$ cat src/rtl/mux_arb_pkg.sv
// rtl/mux_arb_pkg.sv - state encoding and shared constants for the 2:1 round-robin arbiter
package mux_arb_pkg;

    typedef logic [1:0] state_t;

    localparam state_t ST_IDLE   = 2'd0;
    localparam state_t ST_GRANT0 = 2'd1;
    localparam state_t ST_GRANT1 = 2'd2;

    localparam int STAT_W = 16;

    function automatic state_t grant_state(input logic n);
        return n ? ST_GRANT1 : ST_GRANT0;
    endfunction

endpackage

$ cat src/rtl/mux_sel_2to1.sv
// rtl/mux_sel_2to1.sv - 2:1 valid/data steering, forced to zero while no grant is held
module mux_sel_2to1 #(
    parameter int WIDTH = 8
) (
    input  logic             sel_i,
    input  logic             busy_i,
    input  logic             valid0_i,
    input  logic [WIDTH-1:0] data0_i,
    input  logic             valid1_i,
    input  logic [WIDTH-1:0] data1_i,
    output logic             valid_o,
    output logic [WIDTH-1:0] data_o
);

    always_comb begin
        valid_o = 1'b0;
        data_o  = '0;
        if (busy_i) begin
            valid_o = sel_i ? valid1_i : valid0_i;
            data_o  = sel_i ? data1_i  : data0_i;
        end
    end

endmodule

$ cat src/rtl/mux_rr_arbiter.sv
// rtl/mux_rr_arbiter.sv - round-robin arbiter sharing one 2:1 datapath with a per-grant hold limit
// Optional per-requester beat counters are built when MUX_ARB_STATS_EN is defined.
module mux_rr_arbiter
    import mux_arb_pkg::*;
#(
    parameter int WIDTH    = 8,
    parameter int MAX_HOLD = 4
) (
    input  logic             clk,
    input  logic             rst_n,
    input  logic             req0_valid,
    input  logic [WIDTH-1:0] req0_data,
    output logic             req0_ready,
    input  logic             req1_valid,
    input  logic [WIDTH-1:0] req1_data,
    output logic             req1_ready,
    output logic             out_valid,
    output logic [WIDTH-1:0] out_data,
    input  logic             out_ready,
    output logic             sel,
    output logic             busy
`ifdef MUX_ARB_STATS_EN
    ,
    output logic [STAT_W-1:0] gnt_cnt0,
    output logic [STAT_W-1:0] gnt_cnt1
`endif
);

    localparam int HW = $clog2(MAX_HOLD + 1);
    localparam logic [HW-1:0] HOLD_MAX = HW'(MAX_HOLD - 1);

    state_t          state_q, state_d;
    logic            last_grant_q, last_grant_d;
    logic [HW-1:0]   hold_q, hold_d;

    logic gnt_n;
    logic own_valid;
    logic oth_valid;
    logic beat;

    assign gnt_n     = (state_q == ST_GRANT1);
    assign own_valid = gnt_n ? req1_valid : req0_valid;
    assign oth_valid = gnt_n ? req0_valid : req1_valid;
    assign beat      = busy && own_valid && out_ready;

    always_ff @(posedge clk or negedge rst_n) begin
        if (!rst_n) begin
            state_q      <= ST_IDLE;
            last_grant_q <= 1'b1;
            hold_q       <= '0;
        end else begin
            state_q      <= state_d;
            last_grant_q <= last_grant_d;
            hold_q       <= hold_d;
        end
    end

    always_comb begin
        state_d      = state_q;
        last_grant_d = last_grant_q;
        hold_d       = hold_q;
        case (state_q)
            ST_IDLE: begin
                if (req0_valid && req1_valid) begin
                    state_d = grant_state(!last_grant_q);
                end else if (req0_valid) begin
                    state_d = ST_GRANT0;
                end else if (req1_valid) begin
                    state_d = ST_GRANT1;
                end
            end
            ST_GRANT0, ST_GRANT1: begin
                // An owner dropping valid hands over immediately; the hold limit only bites on a beat.
                if (!own_valid) begin
                    state_d      = oth_valid ? grant_state(!gnt_n) : ST_IDLE;
                    last_grant_d = gnt_n;
                    hold_d       = '0;
                end else if (beat && (hold_q == HOLD_MAX) && oth_valid) begin
                    state_d      = grant_state(!gnt_n);
                    last_grant_d = gnt_n;
                    hold_d       = '0;
                end else if (beat && (hold_q != HOLD_MAX)) begin
                    hold_d = hold_q + 1'b1;
                end
            end
            default: begin
                state_d = ST_IDLE;
                hold_d  = '0;
            end
        endcase
    end

    always_comb begin
        busy       = (state_q != ST_IDLE);
        sel        = gnt_n;
        req0_ready = (state_q == ST_GRANT0) && out_ready;
        req1_ready = (state_q == ST_GRANT1) && out_ready;
    end

    mux_sel_2to1 #(
        .WIDTH(WIDTH)
    ) u_sel (
        .sel_i    (sel),
        .busy_i   (busy),
        .valid0_i (req0_valid),
        .data0_i  (req0_data),
        .valid1_i (req1_valid),
        .data1_i  (req1_data),
        .valid_o  (out_valid),
        .data_o   (out_data)
    );

`ifdef MUX_ARB_STATS_EN
    logic [STAT_W-1:0] cnt0_q, cnt1_q;

    always_ff @(posedge clk or negedge rst_n) begin
        if (!rst_n) begin
            cnt0_q <= '0;
            cnt1_q <= '0;
        end else begin
            if (req0_ready && req0_valid && (cnt0_q != '1)) cnt0_q <= cnt0_q + 1'b1;
            if (req1_ready && req1_valid && (cnt1_q != '1)) cnt1_q <= cnt1_q + 1'b1;
        end
    end

    assign gnt_cnt0 = cnt0_q;
    assign gnt_cnt1 = cnt1_q;
`endif

endmodule

$ cat config.mk
export PLATFORM = sky130hd
export DESIGN_NAME = mux_rr_arbiter
export DESIGN_NICKNAME = d
export VERILOG_FILES = /design/src/rtl/mux_arb_pkg.sv /design/src/rtl/mux_sel_2to1.sv /design/src/rtl/mux_rr_arbiter.sv
export SDC_FILE = /design/constraint.sdc
export NUM_CORES = 1
export LEC_CHECK = 0
export ABC_AREA = 1
export BUFFER_PORTS_ARGS = -buffer_cell sky130_fd_sc_hd__buf_4
export CORE_AREA = 2 2 43 45
export CTS_CLUSTER_SIZE = 16
export DETAILED_ROUTE_END_ITERATION = 10
export DIE_AREA = 0 0 45 47
export GPL_ROUTABILITY_DRIVEN = 0
export MAX_ROUTING_LAYER = met4
export PLACE_DENSITY = 0.74
export SYNTH_ARGS = -nofsm -noshare
export SYNTH_HDL_FRONTEND = slang
export SYNTH_SLANG_ARGS = --single-unit
export TNS_END_PERCENT = 100
$ cat constraint.sdc
create_clock -name clk -period 1.7 [get_ports clk]
set_input_delay 0.17 -clock clk [delete_from_list [all_inputs] [get_ports clk]]
set_output_delay 0.17 -clock clk [all_outputs]
set_load 0.005 [all_outputs]
======== Word-level counts from Yosys, hierarchy flattened ========
Cells that the tools add are included.
word-level totals
  logic and storage cells ................. 47
  output and inout port bits .............. 13
  bits of input ports ..................... 21
  flip-flop bits (word level) ............. 6
cells by class
  bitwise gates (word level) .............. 1
  reductions and logical operators ........ 14
  equality and inequality tests ........... 8
  mux-type cells .......................... 20
  add/subtract/negate cells ............... 1
operators by type and width
  cell                   number
  $mux W2                8
  $mux W8                2
  $mux W3                3
  $logic_and A1 B1 Y1    8
  $ne A4 B4 Y1 const B   2
  $pmux W3 S2            1
  $reduce_and A2 Y1      3
  $mux W1                5
  $pmux W2 S2            1
  $add A3 B1 Y3 const B  1
  $eq A3 B2 Y1 const B   1
  $ne A3 B2 Y1 const B   1
  $ne A3 B3 Y1 const B   1
  $eq A2 B1 Y1 const B   1
  $eq A2 B2 Y1 const B   1
  $logic_not A2 Y1       1
  $ne A2 B1 Y1 const B   1
  $reduce_bool A2 Y1     1
  $reduce_or A2 Y1       1
  $not A1 Y1             1

======== Depth between registers and ports, before layout ========
Gate-level depths: netlist of run 1.
  depth after elaboration ................. 9
  gate-level depth with buffers ........... 12
  depth with buffers taken out ............ 12

======== Hierarchy ========
Synthesis of run 1 repeated with hierarchy kept, for this count alone.
unflattened totals
  cells, all modules ...................... 117
  area total of the unflattened synthesis .. 804.5 um^2
by module, submodules not included
  module          sequential area each (um^2)  times used  cells an instance  area an instance (um^2)
  mux_rr_arbiter  151.4                        1           69                 538.0
  mux_sel_2to1    0.0                          1           48                 266.5

======== Worst setup path before layout of run 1 ========
No wires, ideal clock.
  kind .................................... reg2reg
  start ................................... reg state_q[0]
  end ..................................... reg state_q[0]
  cell stages (with the launch flop) ...... 13
  arrival time ............................ 1,414 ps
  path buffers ............................ 1
  required time ........................... 1,583 ps
  clock period less this slack ............ 1,531 ps
  path slack .............................. 169 ps
  setup time .............................. 117 ps
  path through ............................ dfrtp_1 -> inv_1 -> ha_1 -> inv_2 -> buf_6 -> nand2_4 -> nand3_4 -> inv_1 -> nand3_2 -> nand3_2 -> nand2_2 -> nand2_1 -> nand2_1
between the ends
  longest elaborated chain between the ends .. 8
  elaborated cells between the ends (all ways) .. 19
  those cells by class .................... eq/ne (4); mux (7); reduce/logical (8)
ends and longest elaborated chain
  what                              line                  RTL
  start, declared                   mux_rr_arbiter.sv:32  state_t state_q, state_d;
  start signal, assigned            mux_rr_arbiter.sv:52  state_q <= state_d;
  $eq A2 B2 Y1 *                    mux_rr_arbiter.sv:41  assign gnt_n = (state_q == ST_GRANT1);
  net sel                           mux_rr_arbiter.sv:20  output logic sel,
  $mux W1                           mux_rr_arbiter.sv:42  assign own_valid = gnt_n ? req1_valid : req0_valid;
  $logic_and A1 B1 Y1 (2 in a row)  mux_rr_arbiter.sv:44  assign beat = busy && own_valid && out_ready;
  $logic_and A1 B1 Y1 (2 in a row)  mux_rr_arbiter.sv:78  end else if (beat && (hold_q == HOLD_MAX) && oth_valid) begin
  $ne A3 B3 Y1 (no line)            n/a
  $reduce_and A2 Y1 (no line)       n/a
Mark *: on every way through the listed nets, which the timed path passes. The rest lies on a longest branch. The select of a mux whose other input is x is not followed.
A chain may end at the register's enable or synchronous reset.

======== Final worst setup path of run 1 ========
  start ................................... reg state_q[0]
  end ..................................... out out_data[2]
between the ends
  longest elaborated chain between the ends .. 3
  elaborated cells between the ends (all ways) .. 4
  those cells by class .................... eq/ne (1); mux (2); reduce/logical (1)
ends and longest elaborated chain
  what           line                  RTL
  $eq A2 B2 Y1   mux_rr_arbiter.sv:41
  $mux W8        mux_sel_2to1.sv:20    data_o = sel_i ? data1_i : data0_i;
  $mux W8 *      mux_sel_2to1.sv:18    if (busy_i) begin
  end, declared  mux_rr_arbiter.sv:18  output logic [WIDTH-1:0] out_data,
Mark *: on every way between the ends. The rest lies on a longest branch, timed or not.

==> run metrics, run 1 <==
status=finished clean; port bufs=33; sequential area share after synthesis=22.2%; Placed Area=967 um^2; number of global-route vias before repair=674; count of state elements after synthesis=6; num rows=15; dpl cells=155; CP Capture Type=primary output; net count after synthesis=130; switching share of total power=44.7%; Ys Warns=0; core footprint=1650 um^2; routed vias=762; Setup crit start kind=flop; clk sinks=6; Lkg Pwr=0.000577 uW; Cell Area, Synth=681 um^2; sequence of cells on the critical path=inv_1, ha_4, inv_2, buf_4, nor2_1, nor2_1, buf_4; hold crit path type=in -> async; DR vias/cell=4.70; max incr delay on CP=0.37 ns; clk buf depth=2; routed wire length=1730 um; Final Hold Viols=0; Clk pwr share=8.5%; I/O pin cnt=34; CP required=1.53 ns; PwrDens=1590 nW/um^2; CP max-delay cell=dfrtp_1; drc violations=0; DP Wirelength=1430 um; RR Startpoint=state_q[1]$_DFFE_PN0P_; DIE HEIGHT=47 um; initial antenna violation count=0; switching power of the nets=743 uW; clk slew on worst S/H paths=0.05 ns; commonest non-fill, non-tap cell in the layout=buf_4; Critical Path Start=state_q[0]$_DFFE_PN0P_; most common flop cell mapped by yosys=dfrtp_1; Mapped Cells=103; Async SR Flop Fraction=100%; Final Non-Filler Cells=162; Clock Latency Late Sink=0.25 ns; Area growth, synth to finish=53.3%; final setup vio count=0; Logic pwr share=77.2%; Fill cells=160; Final Cycle Share=93.0%; Arr. time, crit path=1.41 ns; TNS Setup=0 ns; Final nets=173; Max Freq=632 MHz; Pint=919 uW; gr usage total=18.2%; fraction of layout cells with a size suffix above 1=43.4%; first-pass GRT wire length=2730 um; H-tree level count=1; Routed Antenna Nets=0; Worst Tran Pin Value=0.192 ns; Clock Skew=0.00828 ns; CTS tree=yes; Worst Path Max Fanout=9; DR WL/cell=10.6 um; maximum vdd ir drop=1.06 mV; root buf cell=clkbuf_4; number of synthesized flops with an enable pin=0; TritonCTS Buffers=3; syn_area_per_cell=6.61 um^2; n_diodes=0; die area=2120 um^2; largest net degree at the start of global routing=13; Die Wd=45 um; worst setup path class=reg -> out; starting DRC count in detailed routing=2; GRT overflow=0; Final Critical Period=1.58 ns; initial core utilization=41.2%; final max-slew violation count=0; cell area after layout=1040 um^2; leading cell types in the layout, fill and taps excluded=buf_4 (38), nand2_1 (22), nor2_1 (19), inv_1 (12), o21ai_0 (8); Max Cap Viol=0; Yosys cell types=25; Pre-Repair DR Iteration Count=2; relative slew slack=87.0%; Sequential Power Share=14.3%
-- worst paths after layout --
| path | slack (ns) | depth (start not counted) | to |
|---|---|---|---|
| max in group asynchronous | 1.21 | 2 | last_grant_q$_DFFE_PN1P_ |
| min | 0.28 | 2 | hold_q[0]$_DFFE_PN0P_ |
| min in group clk | 0.39 | 6 | state_q[1]$_DFFE_PN0P_ |
| max reg2reg | 0.18 | 9 | last_grant_q$_DFFE_PN1P_ |
| max | 0.12 | 7 | out_data[2] |
| min reg2reg | 0.48 | 2 | hold_q[2]$_DFFE_PN0P_ |
-- power groups by stage --
stage,Sequential [uW],Clock [uW],Combinational [uW]
after CTS,229,149,1200
after global placement,228,0,1170
after floorplan,225,0,744
after detailed placement,231,0,1190
final,238,141,1280
after global routing,243,157,1440
-- flip-flops by register name, summed over array words and instances, names as in the netlist --
name / cells
last_grant_q: 1
state_q: 2
hold_q: 3
-- logic make-up after synthesis --
logic type	after synthesis	synth area share, %
buf+inv	18	11.2
compound gates	14	12.9
simple gates	59	42.7
flops	6	22.2
fa+ha+maj	6	11.0
-- cell usage after synthesis (all sizes together), types with 2 or more instances --
cell	count	share of area, %
ha	6	11
nand2	26	17
nand3	9	9.9
inv	15	8.3
o21ai	11	8.6
dfrtp	5	18
buf	2	2.4
nor2	21	13
a21oi	2	1.5
-- per-layer routing --
| layer | track usage [%] | wire, um |
|---|---|---|
| met3 | 4.62 | 170 |
| met1 | 17.3 | 673 |
| met2 | 34.3 | 872 |
| met4 | 8.24 | 8 |
| met5 | - | 0 |
-- worst max-delay path, delay by kind of cell, from the launching register on --
kind | cells | cell delay (ns)
flops | 1 | 0.37
buf+inv | 4 | 0.48
fa+ha+maj | 1 | 0.18
simple gates | 2 | 0.14
-- area by class of cell --
cell class	instances	area, um^2	share of cell area, %
tap	17	21.3	2.04
inverter	15	56.3	5.40
multi-input combinational	79	469	45.0
timing repair buffer	41	318	30.5
sequential	6	153	14.6
clock buffer	4	26.3	2.52
-- what timing repair did --
item                                   in CTS  in global routing
gates resized for setup                     1                  8
pin swaps                                   0                  1
setup endpoints to repair                   8                 11
hold buffers                                1                  0
setup buffers                               0                  2
endpoints found under the hold margin       6                  0
-- through the flow --
step / hold WS (ns) / worst slack (ns) / total power, uW / util, %
5_1_grt: 0.286 / -0.00593 / 1840 / 63.2
3_3_place_gp: -0.0217 / 0.180 / 1390 / 58.6
3_5_place_dp: -0.0189 / 0.132 / 1420 / 58.6
4_1_cts: 0.251 / 0.0402 / 1580 / 60.8
2_1_floorplan: -0.126 / 0.169 / 969 / -
6_report: 0.276 / 0.119 / 1660 / 63.2
Power figures use the tool's default switching activity.
==> run 2, diff against run 1 <==
==> constraint.sdc (replaced) <==
create_clock -name clk -period 1.7 [get_ports clk]
set_input_delay 0.17 -clock clk [delete_from_list [all_inputs] [get_ports clk]]
set_output_delay 0.17 -clock clk [all_outputs]
set_load 0.01 [all_outputs]
==> run 2 against run 1 <==
Net effect:
- worst setup slack gained 0.0023 ns
- clock-buffer cell count is the same
- critical path type unchanged
- non-clock buffer count shrank 2
- global-route usage grew 0.20 points
- utilization shrank 1.1 points
- hold slack lost 0.012 ns
- sequential share of layout area grew 0.15 points
- critical endpoint is now out_data[5]
- fmax grew 0.15%
- register-to-register slack gained 0.02 ns
==> run metrics, run 2 (synthesis gave the netlist of run 1 again) <==
root buf cell=clkbuf_4 (unchanged); n_diodes=0 (unchanged); largest net degree at the start of global routing=15 (was 13); H-tree level count=1 (unchanged); Final Critical Period=1.58 ns (about the same); FF-to-FF path depth=9 (unchanged); initial core utilization=41.2% (unchanged); DP Wirelength=1400 um (was 1430 um); first-pass GRT wire length=2790 um (was 2730 um); Die Wd=45 um (unchanged); Final Cycle Share=92.9% (was 93.0%); Critical Path End=out_data[5] (was out_data[2]); hold slack=0.265 ns (was 0.276 ns); Routed Antenna Nets=0 (unchanged); Setup Slack @ Placement=0.0540 ns (was 0.132 ns); port bufs=33 (unchanged); routed wire length=1690 um (was 1730 um); clk slew on worst S/H paths=0.05 ns (about the same); DIE HEIGHT=47 um (unchanged); Setup crit start kind=flop (unchanged); CTS tree=yes (unchanged); leading cell types in the layout, fill and taps excluded=buf_4 (37), nand2_1 (22), nor2_1 (19), inv_1 (13), o21ai_0 (9) (was buf_4 (38), nand2_1 (22), nor2_1 (19), inv_1 (12), o21ai_0 (8)); Top Registers=hold_q: 3 flops, state_q: 2 flops, last_grant_q: 1 flops (unchanged); flop-to-flop setup slack=0.20 ns (was 0.18 ns); TritonCTS Buffers=3 (unchanged); DR WL/cell=10.5 um (was 10.6 um); CP Capture Type=primary output (unchanged); fraction of layout cells with a size suffix above 1=41.3% (was 43.4%); final max-slew violation count=0 (unchanged); clk buf depth=2 (unchanged); DR vias/cell=4.91 (was 4.70); Max Cap Viol=0 (unchanged); RR Startpoint=hold_q[0]$_DFFE_PN0P_ (was state_q[1]$_DFFE_PN0P_); Clock Skew=0.00640 ns (was 0.00828 ns); Largest Register=hold_q (unchanged); number of global-route vias before repair=731 (was 674); I/O pin cnt=34 (unchanged); Area growth, synth to finish=50.6% (was 53.3%); Worst Tran Pin Value=0.209 ns (was 0.192 ns); PnR worst setup slack=0.121 ns (was 0.119 ns); clk sinks=6 (unchanged); Arr. time, crit path=1.41 ns (about the same); max reg flops=3 (unchanged); Reg2Reg Capture Point=hold_q[2]$_DFFE_PN0P_ (was last_grant_q$_DFFE_PN1P_); Clock Latency Late Sink=0.24 ns (was 0.25 ns); Lkg Pwr=0.000567 uW (was 0.000577 uW); final setup vio count=0 (unchanged); CP max-delay cell=dfrtp_1 (unchanged); sequence of cells on the critical path=inv_1, ha_4, inv_2, buf_4, nor2_1, nor2_1, buf_4 (unchanged); PwrDens=1620 nW/um^2 (was 1590 nW/um^2); worst setup path class=reg -> out (unchanged); core footprint=1650 um^2 (unchanged); starting DRC count in detailed routing=7 (was 2); Pre-Repair DR Iteration Count=4 (was 2); hold crit path type=in -> async (unchanged); Worst Path Max Fanout=9 (unchanged); routed vias=785 (was 762); commonest non-fill, non-tap cell in the layout=buf_4 (unchanged); drc violations=0 (unchanged); Final Non-Filler Cells=160 (was 162); maximum vdd ir drop=1.07 mV (was 1.06 mV); status=finished clean (unchanged); GRT overflow=0 (unchanged); CP required=1.53 ns (about the same); gr usage total=18.4% (was 18.2%); num rows=15 (unchanged); Critical Path Start=state_q[0]$_DFFE_PN0P_ (unchanged); initial antenna violation count=0 (unchanged); die area=2120 um^2 (unchanged); relative slew slack=85.9% (was 87.0%); max incr delay on CP=0.37 ns (about the same); Final Hold Viols=0 (unchanged); Final nets=171 (was 173); dpl cells=154 (was 155); Max Freq=633 MHz (was 632 MHz)
==> run 2: cell types whose count changed in the layout (fill, tap and decap cells not counted), sizes merged <==
| cell | delta |
|---|---|
| buf | -2 |
==> run 2: where the power goes <==
group          leakage (uW)  switching, uW  internal (uW)  total [uW]
Combinational      0.000475            696            597        1290
Sequential        0.0000770           33.9            197         231
Clock             0.0000150           52.1           88.9         141
==> run 2: how the worst min path moves through the flow <==
| stage | to | from | depth (start not counted) |
|---|---|---|---|
| after floorplan | hold_q[0]$_DFFE_PN0P_ | rst_n | 0 |
| after global placement | hold_q[0]$_DFFE_PN0P_ | rst_n | 1 |
| after detailed placement | hold_q[0]$_DFFE_PN0P_ | rst_n | 1 |
| after CTS | hold_q[0]$_DFFE_PN0P_ | rst_n | 2 |
| after global routing | hold_q[0]$_DFFE_PN0P_ | rst_n | 2 |
| final | hold_q[0]$_DFFE_PN0P_ | rst_n | 2 |
==> run 2: cell type report <==
type / count / area (um^2)
inverter: 15 / 58.8
multi-input combinational: 79 / 468
tap: 17 / 21.3
sequential: 6 / 151
fill: 167 / 627
timing repair buffer: 39 / 299
clock buffer: 4 / 26.3
==> run 2: worst max-delay path, delay by kind of cell (launching register included) <==
kind / cells / cell delay, ns
and+or+nand+nor: 2 / 0.14
adders and majority gates: 1 / 0.18
DFF: 1 / 0.37
buffers and inverters: 4 / 0.49
==> run 2: layer usage <==
metal	vias up	track usage [%]	wire length (um)
met5	-	-	0
met4	0	12.4	17
met3	4	5.00	190
met2	38	31.1	864
met1	341	18.6	613
li1	402	-	-
==> run 2: repair_timing <==
item | CTS | global route
setup buffers | 0 | 1
gates resized for setup | 1 | 5
endpoints found under the hold margin | 6 | 0
hold buffers | 1 | 0
setup endpoints to repair | 8 | 13
==> run 2: through the flow <==
step	util, %	TNS, ns	power [uW]	cell area (um^2)
after floorplan	-	0	1030	681
final	62.0	0	1660	1020
after global routing	62.0	-0.00499	1840	1020
after CTS	60.3	0	1610	996
after global placement	58.1	0	1430	960
after detailed placement	58.1	0	1460	960
